### config.mk
export PLATFORM = sky130hd
export DESIGN_NAME = muller_c_driver
export DESIGN_NICKNAME = d
export VERILOG_FILES = /design/src/rtl/muller_c_driver.sv
export SDC_FILE = /design/constraint.sdc
export NUM_CORES = 1
export LEC_CHECK = 0
export CAP_MARGIN = 25
export CORE_MARGIN = 4
export CORE_UTILIZATION = 50
export CTS_CLUSTER_DIAMETER = 80
export CTS_CLUSTER_SIZE = 10
export DETAILED_ROUTE_END_ITERATION = 8
export GPL_TIMING_DRIVEN = 1
export PLACE_DENSITY = 0.71
export SLEW_MARGIN = 10
export SYNTH_ARGS = -nofsm -noshare
export SYNTH_HDL_FRONTEND = slang
export SYNTH_SLANG_ARGS = --single-unit
### constraint.sdc
create_clock -name wb_clk_i -period 4.65 [get_ports wb_clk_i]
set_clock_uncertainty 0.05 [all_clocks]
set_input_delay 0.6975 -clock wb_clk_i [delete_from_list [all_inputs] [get_ports wb_clk_i]]
set_output_delay 0.6975 -clock wb_clk_i [all_outputs]
set_load 0.02 [all_outputs]
### src/rtl/muller_c_driver.sv
// 4-phase stimulus sequencer for an N-input Muller C-element: raises inputs one
// at a time, waits for the synced output, lowers them, and reports latency/errors.
module muller_c_driver #(
  parameter int N       = 6,
  parameter int STEP    = 2,
  parameter int TIMEOUT = 64,
  parameter int CNT_W   = 16,
  parameter int LAT_W   = 8
) (
`ifdef USE_POWER_PINS
  inout  wire               vccd1,
  inout  wire               vssd1,
`endif
  input  logic              wb_clk_i,
  input  logic              wb_rst_i,
  input  logic              start,
  input  logic              stop,
  input  logic [7:0]        num_hs,
  input  logic              c_out,
  output logic [N-1:0]      drive,
  output logic              busy,
  output logic              done,
  output logic              err,
  output logic [1:0]        err_code,
  output logic [CNT_W-1:0]  hs_count,
  output logic [LAT_W-1:0]  last_lat
);

  // state   | meaning
  // IDLE    | waiting for start
  // RISE    | setting drive bits 0..N-1, STEP cycles apart
  // WAIT_HI | all inputs high, waiting for synced output to rise
  // FALL    | clearing drive bits 0..N-1, STEP cycles apart
  // WAIT_LO | all inputs low, waiting for synced output to fall
  // ERR     | protocol violation, drive frozen until start
  typedef enum logic [2:0] {S_IDLE, S_RISE, S_WAIT_HI, S_FALL, S_WAIT_LO, S_ERR} state_t;

  localparam int IDX_W  = $clog2(N);
  localparam int STEP_W = (STEP > 1) ? $clog2(STEP) : 1;
  localparam int TMO_W  = $clog2(TIMEOUT + 1);
  localparam int SAT_W  = ((TMO_W > LAT_W) ? TMO_W : LAT_W) + 1;
  localparam logic [STEP_W-1:0] STEP_LOAD = STEP_W'(STEP - 1);

  state_t             state, state_d;
  logic               co_meta, co_s;
  logic [N-1:0]       drive_d;
  logic [IDX_W-1:0]   bit_idx, bit_idx_d;
  logic [STEP_W-1:0]  step_cnt, step_cnt_d;
  logic [TMO_W-1:0]   lat_cnt, lat_cnt_d;
  logic [7:0]         num_hs_q, num_hs_d;
  logic               done_d, err_d;
  logic [1:0]         err_code_d;
  logic [CNT_W-1:0]   hs_count_d, hs_next;
  logic [LAT_W-1:0]   last_lat_d, lat_sat;
  logic [SAT_W-1:0]   lat_ext;
  logic               bit_last, early, resp, finish;

  assign busy = (state == S_RISE) || (state == S_WAIT_HI) ||
                (state == S_FALL) || (state == S_WAIT_LO);

  always_comb begin
    state_d    = state;
    drive_d    = drive;
    bit_idx_d  = bit_idx;
    step_cnt_d = step_cnt;
    lat_cnt_d  = lat_cnt;
    num_hs_d   = num_hs_q;
    done_d     = 1'b0;
    err_d      = err;
    err_code_d = err_code;
    hs_count_d = hs_count;
    last_lat_d = last_lat;

    hs_next  = hs_count + CNT_W'(1);
    bit_last = (bit_idx == IDX_W'(N - 1));
    early    = (state == S_RISE) ? co_s : !co_s;
    resp     = (state == S_WAIT_HI) ? co_s : !co_s;
    finish   = ((num_hs_q != 8'd0) && (hs_next == CNT_W'(num_hs_q))) ||
               ((num_hs_q == 8'd0) && stop);
    // Latency saturates instead of wrapping when LAT_W is narrower than the timer.
    lat_ext  = SAT_W'(lat_cnt);
    lat_sat  = (lat_ext > SAT_W'({LAT_W{1'b1}})) ? {LAT_W{1'b1}} : lat_ext[LAT_W-1:0];

    case (state)
      S_IDLE: begin
        if (start) begin
          if (co_s) begin
            state_d    = S_ERR;
            err_d      = 1'b1;
            err_code_d = 2'd1;
          end else begin
            state_d    = S_RISE;
            hs_count_d = '0;
            num_hs_d   = num_hs;
            drive_d    = N'(1);
            bit_idx_d  = IDX_W'(1);
            step_cnt_d = STEP_LOAD;
          end
        end
      end
      S_RISE, S_FALL: begin
        if (early) begin
          state_d    = S_ERR;
          err_d      = 1'b1;
          err_code_d = 2'd2;
        end else if (step_cnt != '0) begin
          step_cnt_d = step_cnt - STEP_W'(1);
        end else begin
          for (int i = 0; i < N; i++)
            if (bit_idx == IDX_W'(i)) drive_d[i] = (state == S_RISE);
          bit_idx_d  = bit_idx + IDX_W'(1);
          step_cnt_d = STEP_LOAD;
          if (bit_last) begin
            state_d   = (state == S_RISE) ? S_WAIT_HI : S_WAIT_LO;
            lat_cnt_d = '0;
          end
        end
      end
      S_WAIT_HI, S_WAIT_LO: begin
        if (resp) begin
          last_lat_d = lat_sat;
          bit_idx_d  = IDX_W'(1);
          step_cnt_d = STEP_LOAD;
          if (state == S_WAIT_HI) begin
            state_d    = S_FALL;
            drive_d[0] = 1'b0;
          end else begin
            hs_count_d = hs_next;
            if (finish) begin
              state_d = S_IDLE;
              done_d  = 1'b1;
            end else begin
              state_d    = S_RISE;
              drive_d[0] = 1'b1;
            end
          end
        end else if (lat_cnt == TMO_W'(TIMEOUT - 1)) begin
          state_d    = S_ERR;
          err_d      = 1'b1;
          err_code_d = 2'd3;
        end else begin
          lat_cnt_d = lat_cnt + TMO_W'(1);
        end
      end
      S_ERR: begin
        // Drive stays frozen for inspection; it is released on acknowledge.
        if (start) begin
          state_d    = S_IDLE;
          err_d      = 1'b0;
          err_code_d = 2'd0;
          drive_d    = '0;
        end
      end
      default: state_d = S_IDLE;
    endcase
  end

  always_ff @(posedge wb_clk_i) begin
    if (wb_rst_i) begin
      state    <= S_IDLE;
      co_meta  <= 1'b0;
      co_s     <= 1'b0;
      drive    <= '0;
      bit_idx  <= '0;
      step_cnt <= '0;
      lat_cnt  <= '0;
      num_hs_q <= '0;
      done     <= 1'b0;
      err      <= 1'b0;
      err_code <= 2'd0;
      hs_count <= '0;
      last_lat <= '0;
    end else begin
      state    <= state_d;
      co_meta  <= c_out;
      co_s     <= co_meta;
      drive    <= drive_d;
      bit_idx  <= bit_idx_d;
      step_cnt <= step_cnt_d;
      lat_cnt  <= lat_cnt_d;
      num_hs_q <= num_hs_d;
      done     <= done_d;
      err      <= err_d;
      err_code <= err_code_d;
      hs_count <= hs_count_d;
      last_lat <= last_lat_d;
    end
  end

endmodule

==> metrics.yaml <==
layout:
  layout_commonest_cell: "nor2_1"
  antenna_cells: 0
  stdcell_area_sq_mm: 0.00405
  num-nets-final: 486
  area_growth_pct: 18.8
  drive_gt1_share_pct: 7.48
  final_cell_mix: "nor2_1, dfxtp_1, clkdlybuf4s50_1, a21oi_1, nand2_1"
grt:
  grtUsageTotal_pct: 20.0
  grt_max_degree: 56
  grt_pass1_vias: 2976
  grt_pass1_wl_mm: 13.6
  overflow: 0
  antenna_found_initial: 0
drt:
  initialDrtViolationCount: 173
  vias: 3137
  ant_nets: 0
  wl_per_cell_microns: 14.7
  post-route-drc-count: 0
  wl_mm: 8.02
  viasPerCell: 5.76
  dr.pass1.iters: 4
synthesis:
  synth_ff_type: "dfxtp_1"
  synth-async-reset-ratio_pct: 0
  ys_seq_area_share_pct: 33.5
  netlist-cell-type-count: 59
  syn-num-nets: 461
  syn_avg_cell_area_sq_um: 7.79
  yosysWarnings: 0
  ys_ff_latch: 57
  synth_edf_count: 0
  netlist_area_sq_mm: 0.00341
  syn-instance-count: 438
placed_design:
  place_area_sq_mm: 0.00375
  place.gp.congestion: 0.840
  dp_hpwl_mm: 5.39
  io_buffer_count: 46
sta:
  slew_violations: 0
  rsz0062_at_grt: "false"
  worst_pin_slew_ns: 0.981
  max_freq_ghz: 0.301
  max_slew_margin_pct: 34.6
  fin_setup_tns_ns: 0
  fin_crit_sh_pct: 71.5
  setup_viol: 0
  fin_crit_ns: 3.32
  hold_violations: 0
critical_path:
  start_kind: "register"
  crit_path_end_kind: "output port"
  path_max_fanout: 26
  critPathKind: "reg -> out"
  critical_path_arrival_ns: 2.58
  required_ns: 3.90
die:
  die-area_sq_mm: 0.00821
  pin_count: 48
  chipHeight_microns: 90.6
  initial_core_util_pct: 52.5
  rows: 29
  core-area_sq_mm: 0.00649
  die-width_microns: 90.6
cts:
  post_cts.repair.setup_buffers: 0
  ctsResizeCount: 0
  cts.sink_count: 57
  cts_root_buf: "clkbuf_8"
  hold_buffers: 0
  cts.htree.levels: 3
  cts_tree: "built"
  cts_made_buffers: 9
  clk_pin_slew_ns: 0.06
  clk_latency_ns: 0.35
  clockBufferDepth: 2
power_and_ir_drop:
  switching_share_pct: 35.6
  power.density_mw_per_mm2: 509
  internal-power_mw: 1.33
  switching_power_mw: 0.733
  peakVddDrop_v: 0.000492
  p_seq_share_pct: 30.0
  pwr-share-comb_pct: 37.4
  clockPowerShare_pct: 32.6
  finalPower_mw: 2.06
  leakage_nw: 1.52
flow_run:
  maxCapViolCount: 0
hold_path:
  hold_class: "reg -> reg"
status:
  status: "complete, no violations"
## synth_stat cells, types with 4 or more instances
cell type | instances | share of area, %
nand2_1 | 40 | 4.4
ha_1 | 10 | 3.7
o21ai_0 | 24 | 3.5
nor3_1 | 11 | 1.6
dfxtp_1 | 57 | 33
a211oi_1 | 5 | 1.1
buf_6 | 4 | 1.3
clkbuf_8 | 4 | 1.6
nand3_1 | 16 | 2.3
o31ai_1 | 4 | 0.88
or2_2 | 6 | 1.1
mux2i_1 | 13 | 3.8
o21a_1 | 4 | 0.88
nor2b_1 | 7 | 1.3
nor2_1 | 61 | 6.7
nor4_1 | 9 | 1.7
xnor2_1 | 10 | 2.6
buf_4 | 5 | 1.1
nand4_1 | 9 | 1.7
nand2b_1 | 4 | 0.73
clkbuf_1 | 19 | 2.1
inv_1 | 9 | 0.99
xor2_1 | 9 | 2.3
a31oi_1 | 6 | 1.1
a21oi_1 | 41 | 6.0
## worst max-delay path: stages, from the launching register on
cell and delay, ns:
dfxtp_1 0.56, nor2_1 0.79, xnor2_1 0.23, clkdlybuf4s50_1 0.65
## registers in the layout (all words and copies together) (netlist names), 2 cells and up
register / cells
bit_idx: 3
last_lat: 7
lat_cnt: 7
drive: 6
state: 3
hs_count: 16
err_code: 2
num_hs_q: 8
## through the flow
stage          setup WS (ns)  hold slack [ns]  util (%)  cells
2_1_floorplan           1.79            0.364         -    438
3_3_place_gp            1.54            0.375      57.8    528
3_5_place_dp            1.42            0.391      57.8    528
4_1_cts                 1.31            0.391      62.3    544
5_1_grt                 1.04            0.411      62.4    545
6_report                1.33            0.388      62.4    545
## cell families (layout without fill, tap and decap cells)
family / count (synthesis) / in the layout / share of synthesized area [%]
other: 1 / 1 / 0.110
buffers and inverters: 44 / 74 / 7.52
adders and majority gates: 10 / 10 / 3.67
and+or+nand+nor: 184 / 184 / 26.5
DFF: 57 / 57 / 33.5
muxes: 13 / 13 / 3.81
AOI/OAI and AO/OA: 110 / 110 / 20.0
xor gates and xnor gates: 19 / 19 / 4.88
## area by class of cell
cell class	count	area (sq um)
inverter	9	33.8
timing repair buffer	49	478
clock buffer	9	124
sequential	57	1140
tap	77	96.3
fill	584	2440
multi-input combinational	337	2010
clock inverter	7	166
## power by group through the flow
| stage | logic [mW] | registers [mW] | clock network, mW |
|---|---|---|---|
| final | 0.771 | 0.619 | 0.672 |
| after global placement | 0.755 | 0.628 | 0 |
| after detailed placement | 0.761 | 0.630 | 0 |
| after floorplan | 0.576 | 0.627 | 0 |
| after global routing | 0.863 | 0.630 | 0.707 |
| after CTS | 0.768 | 0.619 | 0.681 |
## final timing paths
check / from / to / slack (ns) / cells after the start
worst min-delay path: co_meta$_SDFF_PP0_ / co_s$_SDFF_PP0_ / 0.39 / 1
worst max register to register: state[0]$_SDFFE_PP0P_ / drive[3]$_SDFFE_PP0P_ / 1.40 / 9
worst min register to register: co_meta$_SDFF_PP0_ / co_s$_SDFF_PP0_ / 0.39 / 1
worst max-delay path: state[0]$_SDFFE_PP0P_ / busy / 1.33 / 3
## per-layer routing
| metal | track usage (%) | up-vias | share of wire [%] |
|---|---|---|---|
| met5 | 0 | - | 0 |
| met4 | 6.38 | 0 | 1.9 |
| met3 | 5.83 | 14 | 4.2 |
| met2 | 34.1 | 77 | 50 |
| met1 | 24.1 | 1446 | 44 |
| li1 | - | 1600 | - |
No activity file was read; power rests on OpenSTA's default activity.
==> RTL change 1, RTL diff (config.mk and constraints unchanged) <==
Make the reset (`wb_rst_i`) asynchronous in one clocked block.
--- a/src/rtl/muller_c_driver.sv
+++ b/src/rtl/muller_c_driver.sv
@@ -157,3 +157,3 @@
 
-  always_ff @(posedge wb_clk_i) begin
+  always_ff @(posedge wb_clk_i or posedge wb_rst_i) begin
     if (wb_rst_i) begin
Formal check against the unedited RTL: differs if wb_rst_i is asserted again (counterexample within 4 cycles, from zero or initial values and one cycle with wb_rst_i high); with wb_rst_i held inactive, the same outputs for 10 cycles.
==> RTL change 1 against the original RTL <==
Sequential cell count unchanged; design area up 1.4%; largest cell class unchanged; worst setup slack better by 0.086 ns; power up 25%; non-clock buffer count up 2; routed wire length down 4.3%; area after synthesis down 0.70%; clock power down 20%; sequential share of layout area up 6.6 points; sequential power up 38%.
==> RTL change 1: results (changes against the original RTL) <==
Run status:
- The flow ran to the end, and the final reports show no timing, DRC or antenna violations.

Setup path:
- The cell type of the slowest stage on the worst timing path is dfrtp_1.
- The critical path start-end classification is flip-flop to flip-flop.
- The worst reg2reg path depth was 10 (+1).
- The arrival time at the worst endpoint is 3.45 ns (+0.87 ns).
- The destination of the critical timing path is lat_cnt[5].
- The launch point of the worst reg-to-reg path is state[0].

Power:
- The total net switching power was 1.05 mW (+44%).
- The static leakage power is 1.76 nW (+16%).

Yosys:
- By count the netlist is led by dfrtp_1, nand2_1, nor2_1, o21ai_0, mux2_2.
- By area the synthesized netlist is led by dfrtp_1, mux2_2, nand2_1.
- The most used flip-flop cell after synthesis is dfrtp_1.

Layout:
- The number of fill cells is 557 (-4.6%).
- The relative area change from synthesis to final layout is 21.3%.
- The share of cells above drive strength 1 is 10.8% (+3.3 points).

Drt:
- The sum of routed wire length over all layers is 7670 microns (-4.3%).
- The wire length per cell is 15.5 microns (+5.6%).
- The number of vias after detailed routing is 2899 (-7.6%).
- The starting DRC count in detailed routing is 113 (-35%).

STA:
- The actual slew at the worst max-slew pin is 0.824 ns (-0.157 ns).

Placed design:
- The count of placed standard cells including taps is 477 (-9.7%).
- The detailed placement HPWL is 5390 microns (about the same).
- The worst setup slack after placement is 1.48 ns (+0.0558 ns).

GRT:
- The wire length of the first global-routing pass was 13300 microns (-2.1%).
- The maximum number of pins on one net before global-route repair is 34 (-39%).

Worst hold path:
- The depth of the worst hold-timing path is 0 (-1).
## RTL change 1: cell types whose count changed after synthesis, sizes merged, moves of 10 or more
cell / delta
dfxtp: -57
dfrtp: +57
mux2: +19
a21oi: -24
clkbuf: -12
nor2: -25
a22o: +10
## RTL change 1: per-layer routing
layer / vias up / GRT usage (%) / wire (microns)
met5: - / 0 / 0
met2: 67 / 32.4 / 3740
li1: 1418 / - / -
met3: 13 / 3.83 / 310
met1: 1401 / 25.1 / 3480
met4: 0 / 8.80 / 145
## RTL change 1: logic make-up (layout without fill, tap and decap cells)
family / count (synthesis) / in the layout / share of synthesized area (%)
fa+ha+maj: 9 / 9 / 3.32
flops: 57 / 57 / 42.1
other cells: 1 / 1 / 0.111
buf+inv: 33 / 79 / 4.28
xor+xnor: 18 / 18 / 4.65
mux: 25 / 25 / 8.09
simple gates: 138 / 138 / 19.8
compound gates: 90 / 90 / 17.7
## RTL change 1: layout make-up
class	instances	share of cell area [%]
clock buffers	12	3.78
clock inverters	4	1.83
inverters	12	1.10
multi-input cells	281	44.2
flip-flops and latches	57	34.7
well taps	77	2.34
repair buffers	51	12.1
## RTL change 1: worst min path at each step
stage	startpoint	endpoint	slack (ns)
after floorplan	co_meta	co_s	0.28
after global placement	co_meta	co_s	0.28
after detailed placement	co_meta	co_s	0.29
after CTS	co_meta	co_s	0.31
after global routing	co_meta	co_s	0.33
final	co_meta	co_s	0.30
## RTL change 1: power by group through the flow
stage	logic, mW	clock network, mW	registers [mW]
3_5_place_dp	1.17	0	0.861
3_3_place_gp	1.15	0	0.859
5_1_grt	1.31	0.567	0.886
4_1_cts	1.18	0.547	0.852
2_1_floorplan	0.826	0	0.849
6_report	1.18	0.537	0.854
==> RTL change 2, RTL diff (same settings) <==
Without the edit above. The parameter `N` goes from 6 to 7.
--- a/src/rtl/muller_c_driver.sv
+++ b/src/rtl/muller_c_driver.sv
@@ -3,3 +3,3 @@
 module muller_c_driver #(
-  parameter int N       = 6,
+  parameter int N       = 7,
   parameter int STEP    = 2,
Ports: changed (resized drive); port bits go from 48 to 49. No check against the original RTL was run, so the function may have changed too.
==> RTL change 2 against the original RTL <==
Sequential cell count rose by 1; design area about the same; routed wire length grew 0.51%; power is 5.4% lower; non-clock buffer count shrank 1; worst setup slack got worse by 0.019 ns; combinational power fell by 8.0%; area after synthesis shrank 1.9%.
==> RTL change 2: results (changes against the original RTL) <==
Run status:
- The flow ran to the end, and the final reports show no timing, DRC or antenna violations.

Setup path:
- The most critical setup path has its endpoint at lat_cnt[4].
- The worst-path maximum fanout is 30 (+15%).
- The arrival time at the worst endpoint was 3.51 ns (+0.93 ns).

GRT:
- The global-route track usage on met3 is 7.01% (+1.2 points).
- The met1 track utilization from global routing is 27.3% (+3.1 points).
- The fraction of met2 tracks used by global routing is 29.6% (-4.5 points).
- The maximum number of pins on one net before global-route repair is 54 (-3.6%).
- The via count of the first global-routing pass is 2821 (-5.2%).

Yosys:
- The post-synthesis compound-gate area fraction came to 19.3% (-0.73 points).
- The post-synth net total is 442 (-4.1%).
- The multiplexer share of the synthesized area came to 6.13% (+2.3 points).
- The sequential fraction of the synthesis area is 34.7% (+1.2 points).
- By area the synthesized netlist is led by dfxtp_1, nor2_1, mux2i_1.
- The per-instance average area after synthesis came to 7.97 sq um (+2.3%).

Drt:
- The sum of met2 wire segment lengths after detailed routing is 3530 microns (-11%).
- The total met3 wirelength after detailed routing is 513 microns (+54%).
- The via density per instance was 5.84 (+1.5%).

Power:
- The power per cell area is 481 mW/mm^2 (-5.4%).

Layout:
- The combined flip-flop and latch cell area came to 0.00116 sq mm (+1.8%).
- The clock tree buffer count of the final layout is 10 (+1).
- The number of logic inverters in the finished layout is 11 (+2).
- The multi-input logic cell count is 326 (-3.3%).

Placed design:
- The instance area after placement was 0.00380 sq mm (+1.3%).
- The worst setup slack after placement was 1.37 ns (-0.0549 ns).
- The count of placed standard cells including taps is 520 (-1.5%).
-- RTL change 2: power by group --
| part | leakage [nW] | switching, mW | internal [mW] |
|---|---|---|---|
| Combinational | 0.933 | 0.402 | 0.307 |
| Clock | 0.119 | 0.215 | 0.371 |
| Sequential | 0.471 | 0.0987 | 0.557 |
-- RTL change 2: worst min-delay path by stage --
stage	depth (start not counted)	startpoint	slack, ns	end
6_report	1	co_meta	0.39	co_s
5_1_grt	1	co_meta	0.42	co_s
4_1_cts	1	co_meta	0.41	co_s
3_5_place_dp	1	co_meta	0.39	co_s
3_3_place_gp	1	co_meta	0.38	co_s
2_1_floorplan	1	co_meta	0.36	co_s
-- RTL change 2: worst max-delay path, cell delays in order (launching register included) --
cell	delay, ns
dfxtp_1	0.89
nand2b_1	0.53
nor2_1	0.09
ha_1	0.35
nor2_1	0.20
a31oi_1	0.19
a21oi_1	0.47
nand4_1	0.21
xor2_1	0.17
nor2_1	0.05
